`config.mk`:
```
export PLATFORM = sky130hd
export DESIGN_NAME = cu_mem_requester
export DESIGN_NICKNAME = d
export VERILOG_FILES = /design/src/rtl/cu_mem_pkg.sv /design/src/rtl/cu_mem_lane_align.sv /design/src/rtl/cu_mem_requester.sv
export SDC_FILE = /design/constraint.sdc
export NUM_CORES = 1
export LEC_CHECK = 0
export CAP_MARGIN = 20
export CORE_MARGIN = 1
export CORE_UTILIZATION = 49
export CTS_CLUSTER_SIZE = 14
export DETAILED_ROUTE_END_ITERATION = 6
export PLACE_DENSITY = 0.86
export SKIP_LAST_GASP = 1
export SYNTH_ARGS = -nofsm -noshare
export SYNTH_HDL_FRONTEND = slang
export SYNTH_SLANG_ARGS = --single-unit
```
`constraint.sdc`:
```
create_clock -name soc_clk -period 11 [get_ports soc_clk]
set_input_delay 1.65 -clock soc_clk [delete_from_list [all_inputs] [get_ports soc_clk]]
set_output_delay 1.65 -clock soc_clk [all_outputs]
set_load 0.05 [all_outputs]
```
`src/rtl/cu_mem_pkg.sv`:
```
// Shared definitions for the control-unit memory requester:
// RV32 load/store funct3 encodings and the request FSM states.
package cu_mem_pkg;

    localparam logic [2:0] F3_LB  = 3'b000;
    localparam logic [2:0] F3_LH  = 3'b001;
    localparam logic [2:0] F3_LW  = 3'b010;
    localparam logic [2:0] F3_LBU = 3'b100;
    localparam logic [2:0] F3_LHU = 3'b101;

    localparam logic [2:0] F3_SB  = 3'b000;
    localparam logic [2:0] F3_SH  = 3'b001;
    localparam logic [2:0] F3_SW  = 3'b010;

    typedef enum logic [1:0] {
        ST_IDLE,
        ST_ISSUE,
        ST_WAIT,
        ST_RESP
    } state_e;

endpackage

```
`src/rtl/cu_mem_lane_align.sv`:
```
// Byte-lane steering for the memory requester: byte enables, store
// replication, misalignment/illegal detect and load extract/extend.
module cu_mem_lane_align
    import cu_mem_pkg::*;
(
    input  logic        is_store_i,
    input  logic [2:0]  funct3_i,
    input  logic [1:0]  addr_lo_i,
    input  logic [31:0] wdata_i,
    input  logic [31:0] rdata_i,
    output logic [3:0]  bytesel_o,
    output logic [31:0] wdata_o,
    output logic        err_o,
    output logic [31:0] rdata_o
);

    logic        is_b;
    logic        is_h;
    logic        is_w;
    logic        illegal;
    logic        misal;
    logic [31:0] shifted;

    always_comb begin
        is_b    = 1'b0;
        is_h    = 1'b0;
        is_w    = 1'b0;
        illegal = 1'b0;
        case (funct3_i)
            F3_LB, F3_LBU: is_b = 1'b1;
            F3_LH, F3_LHU: is_h = 1'b1;
            F3_LW:         is_w = 1'b1;
            default:       illegal = 1'b1;
        endcase
        // Unsigned variants only exist for loads.
        if (is_store_i && funct3_i[2]) begin
            illegal = 1'b1;
        end
    end

    assign misal = (is_h && addr_lo_i[0]) || (is_w && (addr_lo_i != 2'b00));
    assign err_o = illegal || misal;

    always_comb begin
        bytesel_o = 4'b0000;
        wdata_o   = wdata_i;
        if (is_b) begin
            bytesel_o = 4'b0001 << addr_lo_i;
            wdata_o   = {4{wdata_i[7:0]}};
        end else if (is_h) begin
            bytesel_o = 4'b0011 << {addr_lo_i[1], 1'b0};
            wdata_o   = {2{wdata_i[15:0]}};
        end else if (is_w) begin
            bytesel_o = 4'b1111;
        end
    end

    assign shifted = rdata_i >> {addr_lo_i, 3'b000};

    always_comb begin
        rdata_o = 32'h0;
        case (funct3_i)
            F3_LB:   rdata_o = {{24{shifted[7]}}, shifted[7:0]};
            F3_LBU:  rdata_o = {24'h0, shifted[7:0]};
            F3_LH:   rdata_o = {{16{shifted[15]}}, shifted[15:0]};
            F3_LHU:  rdata_o = {16'h0, shifted[15:0]};
            F3_LW:   rdata_o = shifted;
            default: rdata_o = 32'h0;
        endcase
    end

endmodule

```
`src/rtl/cu_mem_requester.sv`:
```
// Control-unit initiator for the MMU port: one load/store per handshake,
// single-cycle retrieve pulse, fixed-latency wait, single-cycle response.
module cu_mem_requester
    import cu_mem_pkg::*;
#(
    parameter int unsigned READ_LAT  = 2,
    parameter int unsigned WRITE_LAT = 1
) (
    input  logic        soc_clk,
    input  logic        soc_rst,
    input  logic        req_valid,
    output logic        req_ready,
    input  logic        req_is_store,
    input  logic [2:0]  req_funct3,
    input  logic [31:0] req_addr,
    input  logic [31:0] req_wdata,
    output logic [31:0] CU_address,
    output logic [3:0]  CU_bytesel,
    output logic [31:0] CU_dat_in,
    output logic        read_or_write,
    output logic        retrieve,
    input  logic [31:0] MMU_dat_out,
    output logic        resp_valid,
    output logic [31:0] resp_rdata,
    output logic        resp_err
);

    localparam int CW = 8;

    state_e      state_q, state_d;
    logic [CW-1:0] cnt_q, cnt_d;
    logic [2:0]  f3_q, f3_d;
    logic        err_q, err_d;
    logic        rw_q, rw_d;
    logic [31:0] addr_q, addr_d;
    logic [3:0]  bytesel_q, bytesel_d;
    logic [31:0] datin_q, datin_d;
    logic [31:0] rdata_q, rdata_d;

    logic        idle;
    logic        al_store;
    logic [2:0]  al_f3;
    logic [1:0]  al_lo;
    logic [3:0]  al_bytesel;
    logic [31:0] al_wdata;
    logic        al_err;
    logic [31:0] al_rdata;

    assign idle = (state_q == ST_IDLE);

    // Live request fields steer lanes at accept; latched ones at capture.
    assign al_store = idle ? req_is_store : rw_q;
    assign al_f3    = idle ? req_funct3 : f3_q;
    assign al_lo    = idle ? req_addr[1:0] : addr_q[1:0];

    cu_mem_lane_align u_align (
        .is_store_i (al_store),
        .funct3_i   (al_f3),
        .addr_lo_i  (al_lo),
        .wdata_i    (req_wdata),
        .rdata_i    (MMU_dat_out),
        .bytesel_o  (al_bytesel),
        .wdata_o    (al_wdata),
        .err_o      (al_err),
        .rdata_o    (al_rdata)
    );

    always_comb begin
        state_d   = state_q;
        cnt_d     = cnt_q;
        f3_d      = f3_q;
        err_d     = err_q;
        rw_d      = rw_q;
        addr_d    = addr_q;
        bytesel_d = bytesel_q;
        datin_d   = datin_q;
        rdata_d   = rdata_q;
        unique case (state_q)
            ST_IDLE: begin
                if (req_valid) begin
                    f3_d      = req_funct3;
                    err_d     = al_err;
                    rw_d      = req_is_store;
                    addr_d    = req_addr;
                    bytesel_d = al_bytesel;
                    datin_d   = al_wdata;
                    rdata_d   = 32'h0;
                    state_d   = al_err ? ST_RESP : ST_ISSUE;
                end
            end
            ST_ISSUE: begin
                cnt_d   = rw_q ? CW'(WRITE_LAT - 1) : CW'(READ_LAT - 1);
                state_d = ST_WAIT;
            end
            ST_WAIT: begin
                if (cnt_q == '0) begin
                    if (!rw_q) begin
                        rdata_d = al_rdata;
                    end
                    state_d = ST_RESP;
                end else begin
                    cnt_d = cnt_q - 1'b1;
                end
            end
            ST_RESP: begin
                state_d = ST_IDLE;
            end
            default: begin
                state_d = ST_IDLE;
            end
        endcase
    end

    always_ff @(posedge soc_clk or posedge soc_rst) begin
        if (soc_rst) begin
            state_q   <= ST_IDLE;
            cnt_q     <= '0;
            f3_q      <= 3'b000;
            err_q     <= 1'b0;
            rw_q      <= 1'b0;
            addr_q    <= 32'h0;
            bytesel_q <= 4'b0000;
            datin_q   <= 32'h0;
            rdata_q   <= 32'h0;
        end else begin
            state_q   <= state_d;
            cnt_q     <= cnt_d;
            f3_q      <= f3_d;
            err_q     <= err_d;
            rw_q      <= rw_d;
            addr_q    <= addr_d;
            bytesel_q <= bytesel_d;
            datin_q   <= datin_d;
            rdata_q   <= rdata_d;
        end
    end

    assign req_ready     = idle;
    assign retrieve      = (state_q == ST_ISSUE);
    assign resp_valid    = (state_q == ST_RESP);
    assign resp_err      = resp_valid && err_q;
    assign resp_rdata    = rdata_q;
    assign CU_address    = addr_q;
    assign CU_bytesel    = bytesel_q;
    assign CU_dat_in     = datin_q;
    assign read_or_write = rw_q;

endmodule
```
==> flow_metrics.tcl, run 1 <==
set metrics [dict create \
    status "finished, final reports clean" \
    grtUsageMet3 0.08782 \
    hold_class "reg -> reg" \
    clock_path_buffers 2 \
    drt-total-wl_mm 17.88 \
    post_cts_buffers 0 \
    finalNonFillerCells 980 \
    cts_tree "built" \
    worst_clock_skew_ns 0.006365 \
    finalSetupViolations 0 \
    hold_violations 0 \
    crit_slowest_cell "mux2i_4" \
    grtUsageTotal 0.2979 \
    hpwl_mm 12.53 \
    cts.sinks 115 \
    cap_violations 0 \
    synth_top_family_by_area "simple AND/OR/NAND/NOR gates" \
    most-common-layout-cells "clkdlybuf4s50_1, nand2_1, dfrtp_1" \
    ys_seq_elements 115 \
    ys_async_sr_fraction 1.000 \
    grt_overflow 0 \
    whs_ns 0.4705 \
    synth_fa_ha_area_frac 0.01300 \
    gr-usage-met2 0.5052 \
    synthXorXnorAreaFrac 0.004548 \
    gp_congestion 0.9249 \
    critical_path_class "in -> reg" \
    syn_nets 738 \
    r2r_end "resp_rdata[28]" \
    ant_nets 0 \
    max_freq_mhz 249.3 \
    max_stage_delay_ns 0.76 \
    synth_simple_gate_area_frac 0.2211 \
    route.vias.total 5523 \
    period_needed_ns 4.012 \
    startpoint_type "primary input" \
    met1_usage 0.3523 \
    diodes 0 \
    cts_max_level 4 \
    routedWlPerCell_um 18.25 \
    cp.required_ns 11.27 \
    syn_area_sq_um 5777 \
    ctsRootBufferMaster "clkbuf_16" \
    dp.cells 948 \
    cts_resized 0 \
    peakVddDrop_uv 234.8 \
    first_pass_iters 6 \
    synth_cells 629 \
    p_leak_nw 3.720 \
    postSynthAreaPerCell_sq_um 9.184 \
    drcViolationCount 0 \
    ys_warn_count 0 \
    relSlewSlack 0.2723 \
    reg2reg_depth 8 \
    syn_to_final_growth_pct 46.83 \
    ys_seq_area_frac 0.4982 \
    grt.busiest_layer "met2" \
    arrival_ns 4.28 \
    yosysUniqueCellTypes 58 \
    end_kind "flip-flop" \
    clk_latency_ns 0.41 \
    rsz0062_at_grt "no" \
    r2r_slack_ns 7.72 \
    critPathLaunch "req_addr[0]" \
    num_rows 39 \
    cp_cell_sequence "clkdlybuf4s50_1, mux2i_4, mux2_4, o221ai_4, o22a_2, a211oi_1" \
    place_ws_ns 6.581 \
    die_y_um 110.6 \
    start_util 0.5038 \
    layout-drive-gt1-share 0.09200 \
    via_per_inst 5.636 \
    io_pins 208 \
    mostFrequentLayoutCell "clkdlybuf4s50_1" \
    synthMuxAreaShare 0.05285 \
    grt_antenna_before_repair 0 \
    nets 934 \
    holdBufCountCts 0 \
    cts.clk_slew.worst_paths_ns 0.05 \
    hp-start "cnt_q[5]" \
    synth-compound-area-share 0.1711 \
    cp_max_fo 23 \
    synthFlopType "dfrtp_1" \
    worst_slew_pin_slew_ns 1.088 \
    cts_buffers 17 \
    fin_crit_sh 0.3647 \
    final_core_utilization 0.7397 \
    grt_first_pass_wirelength_mm 28.58 \
    grt_pass1_vias 5576 \
    drtIter0Drc 367 \
    fin_setup_tns_ns 0 \
    r2r-start "state_q[0]" \
    coreArea_sq_um 11470 \
    portBuffers 207 \
    die-area_sq_um 12230 \
    setup_slack_ns 6.988 \
    maxSlewViolCount 0 \
    grt_max_degree 85 \
    synth_edf_count 0 \
    crit_path_end "resp_rdata[28]" \
    die_width_um 110.6 \
    cellPowerDensity_nw_per_um2 383.4 \
]
[worst min-delay path by stage]
stage               slack (ns)              to  cells past startpoint
floorplan                 0.45        cnt_q[5]                      1
global placement          0.46  CU_address[12]                      2
detailed placement        0.46  CU_address[19]                      2
CTS                       0.47  CU_address[31]                      2
global route              0.49   CU_dat_in[25]                      2
finish                    0.47        cnt_q[5]                      1
[cell families after synthesis]
logic type               after synthesis
AO/OA/AOI/OAI                        132
buffers and inverters                 46
multiplexers                          27
AND/OR/NAND/NOR                      300
flip-flops                           115
adder cells (fa/ha/maj)                6
XOR/XNOR                               3
[report_power, final]
part / switching [W] / internal [W]
logic: 0.00130 / 0.000679
registers: 0.000132 / 0.000617
clock network: 0.000194 / 0.000331
[final cells by class]
cell class,instances,area [sq um]
tap,143,178.9
fill,783,2985
clock buffer,22,484.2
inverter,8,32.53
timing repair buffer,215,2152
sequential,115,2878
clock inverter,9,80.08
multi-input combinational,468,2676
[state kept, by name, indices dropped and copies added (netlist names)]
signal,cells
err_q,1
f3_q,3
cnt_q,8
CU_bytesel,4
read_or_write,1
CU_dat_in,32
resp_rdata,32
state_q,2
CU_address,32
[critical path, delay by kind of cell]
family / cells / cell delay (ns)
buffers and inverters: 1 / 0.57
AO/OA/AOI/OAI: 3 / 0.91
multiplexers: 2 / 1.14
[cell usage after synthesis, types with 2 or more instances]
library cell,count,area share
nor2_1,57,0.037
nand2_2,2,0.0022
xor2_1,2,0.0030
nand2_1,187,0.12
a21oi_1,22,0.019
nor4b_1,2,0.0030
nor4_1,4,0.0043
a211oi_1,6,0.0078
and2_1,3,0.0032
clkbuf_1,23,0.015
dfrtp_1,115,0.50
nor3_1,4,0.0035
o21a_1,3,0.0039
o31ai_1,9,0.012
a41oi_1,2,0.0030
o211ai_1,4,0.0052
buf_2,5,0.0043
nor2b_1,23,0.025
clkbuf_2,2,0.0017
nand3_1,4,0.0035
buf_4,2,0.0026
inv_1,8,0.0052
a22o_1,8,0.012
mux2_2,14,0.027
a211oi_2,10,0.022
ha_1,6,0.013
buf_6,5,0.0097
a31oi_1,16,0.017
a22oi_1,7,0.0091
o22ai_1,10,0.011
nand2b_1,6,0.0065
o21ai_0,15,0.013
mux2i_1,11,0.019
a222oi_1,8,0.014
[per-stage QoR]
stage	power [W]	instance area, sq um
2_1_floorplan	0.002139	5777
3_3_place_gp	0.002651	7890
3_5_place_dp	0.002708	7890
4_1_cts	0.003246	8454
5_1_grt	0.003419	8482
6_report	0.003252	8482
[metal layers]
| metal | wire length, um | up-vias |
|---|---|---|
| met5 | 0 | - |
| met4 | 490 | 0 |
| met2 | 8907 | 283 |
| met3 | 1634 | 49 |
| li1 | - | 2573 |
| met1 | 6851 | 2618 |
Note: power is estimated with default switching activity, not from simulation.
==> inputs of run 2 (changes only) <==
Settings changed: CORE_UTILIZATION 49 to 45, PLACE_DENSITY 0.86 to 0.79.
Clock period 11 ns to 3.83 ns, I/O delays scaled along.
==> run 2 against run 1 <==
Effect of this change: hold slack improved by 0.0021 ns; cell area rose by 0.90%; combinational power rose to 2.9 times the previous value; flip-flop and latch count did not move; sequential share of layout area fell by 0.30 points; sequential power rose to 2.9 times the previous value; power rose to 2.9 times the previous value; via count fell by 2.4%; core utilization fell by 5.9 points; clock-buffer cell count did not move.
==> flow_metrics.tcl, run 2 (synthesis gave the netlist of run 1 again) <==
set metrics [dict create \
    r2r_end "resp_rdata[30]" \
    r2r_slack_ns 0.76 \
    gp_congestion 0.9119 \
    cts_tree "built" \
    diodes 0 \
    routedWlPerCell_um 17.32 \
    die_width_um 115.3 \
    status "finished, final reports clean" \
    nFillCells 992 \
    num_rows 41 \
    first_pass_iters 5 \
    end_kind "primary output" \
    hold_class "reg -> reg" \
    maxSlewViolCount 0 \
    drt-total-wl_mm 17.54 \
    critical_path_class "reg -> out" \
    r2r-start "state_q[1]" \
    period_needed_ns 3.254 \
    whs_path_depth 2 \
    drtIter0Drc 390 \
    syn_to_final_growth_pct 48.15 \
    peakVddDrop_uv 570.4 \
    grt_overflow 0 \
    start_util 0.4596 \
    route.vias.total 5391 \
    mostFrequentLayoutCell "clkdlybuf4s50_1" \
    ant_nets 0 \
    via_per_inst 5.322 \
    cellPowerDensity_nw_per_um2 1095 \
    finalSetupViolations 0 \
    reg2reg_depth 7 \
    hpwl_mm 12.84 \
    cts_resized 0 \
    ctsRootBufferMaster "clkbuf_16" \
    max_freq_mhz 307.3 \
    cap_violations 0 \
    grtUsageTotal 0.2761 \
    nets 937 \
    rsz0062_at_grt "no" \
    hp-start "CU_dat_in[26]" \
    die_y_um 115.3 \
    finalPower_w 0.009373 \
    clk_latency_ns 0.41 \
    worst_clock_skew_ns 0.006472 \
    grt_first_pass_wirelength_mm 27.82 \
    cts.sinks 115 \
    cts.clk_slew.worst_paths_ns 0.05 \
    grt_pass1_vias 5464 \
    worst_slew_pin_slew_ns 0.9535 \
    cts_max_level 4 \
    most-common-layout-cells "clkdlybuf4s50_1, nand2_1, dfrtp_1" \
    io_pins 208 \
    arrival_ns 2.68 \
    grt_max_degree 64 \
    cts_buffers 17 \
    hold_violations 0 \
    min_to "CU_dat_in[26]" \
    clock_path_buffers 2 \
    relSlewSlack 0.3615 \
    layout-drive-gt1-share 0.09631 \
    cp.required_ns 3.26 \
    coreArea_sq_um 12570 \
    portBuffers 207 \
    startpoint_type "flip-flop" \
    post_cts_buffers 0 \
    fin_setup_tns_ns 0 \
    grt_antenna_before_repair 0 \
    cp_max_fo 21 \
    drcViolationCount 0 \
    holdBufCountCts 0 \
    die-area_sq_um 13290 \
    fin_crit_sh 0.8496 \
    p_leak_nw 3.753 \
]
[run 2: cell count changes in the layout (fill, tap and decap cells not counted)]
cell and change:
clkinvlp_4 -2, buf_16 -1, bufinv_16 +1, buf_4 +3, buf_12 +1, clkinv_2 +2
[run 2: worst max-delay path by stage]
stage,start,endpoint,cells past startpoint
global placement,state_q[0],resp_rdata[29],7
CTS,state_q[1],req_ready,4
finish,state_q[1],req_ready,4
global route,state_q[0],req_ready,4
floorplan,soc_rst,CU_address[0],1
detailed placement,state_q[1],resp_rdata[30],7
[run 2: critical path, stage by stage (launching register included)]
cell,delay (ns)
dfrtp_1,0.41
inv_1,0.10
ha_1,0.63
buf_4,0.29
clkdlybuf4s50_1,0.82
[run 2: cell type report]
class,count,area [sq um],share of cell area
sequential,115,2878,0.3363
multi-input combinational,468,2676,0.3127
timing repair buffer,218,2167,0.2532
clock buffer,22,484.2,0.05658
tap,172,215.2,0.02515
clock inverter,10,105.1,0.01228
inverter,8,32.53,0.003801
[run 2: through the flow]
stage / setup WS (ns) / hold WS (ns) / std cells / utilization / area, sq um
2_1_floorplan: 0.2114 / 0.4460 / 629 / - / 5777
3_3_place_gp: 1.034 / 0.4573 / 979 / 0.6319 / 7941
3_5_place_dp: 0.8921 / 0.4610 / 980 / 0.6325 / 7949
4_1_cts: 0.5738 / 0.4791 / 1012 / 0.6793 / 8538
5_1_grt: 0.4422 / 0.4990 / 1013 / 0.6809 / 8558
6_report: 0.5762 / 0.4726 / 1013 / 0.6809 / 8558
[run 2: power breakdown]
part | leakage (nW) | switching, W | internal [W]
logic | 2.03 | 0.00370 | 0.00197
clock network | 0.291 | 0.000543 | 0.00102
registers | 1.43 | 0.000363 | 0.00177
[run 2: metal layers]
layer	wire, um	up-vias	share of wire	GRT usage
met5	0	-	0	0
met4	314	0	0.018	0.08918
met3	1727	31	0.098	0.1033
met2	8736	223	0.50	0.4731
met1	6764	2570	0.39	0.3187
li1	-	2567	-	-
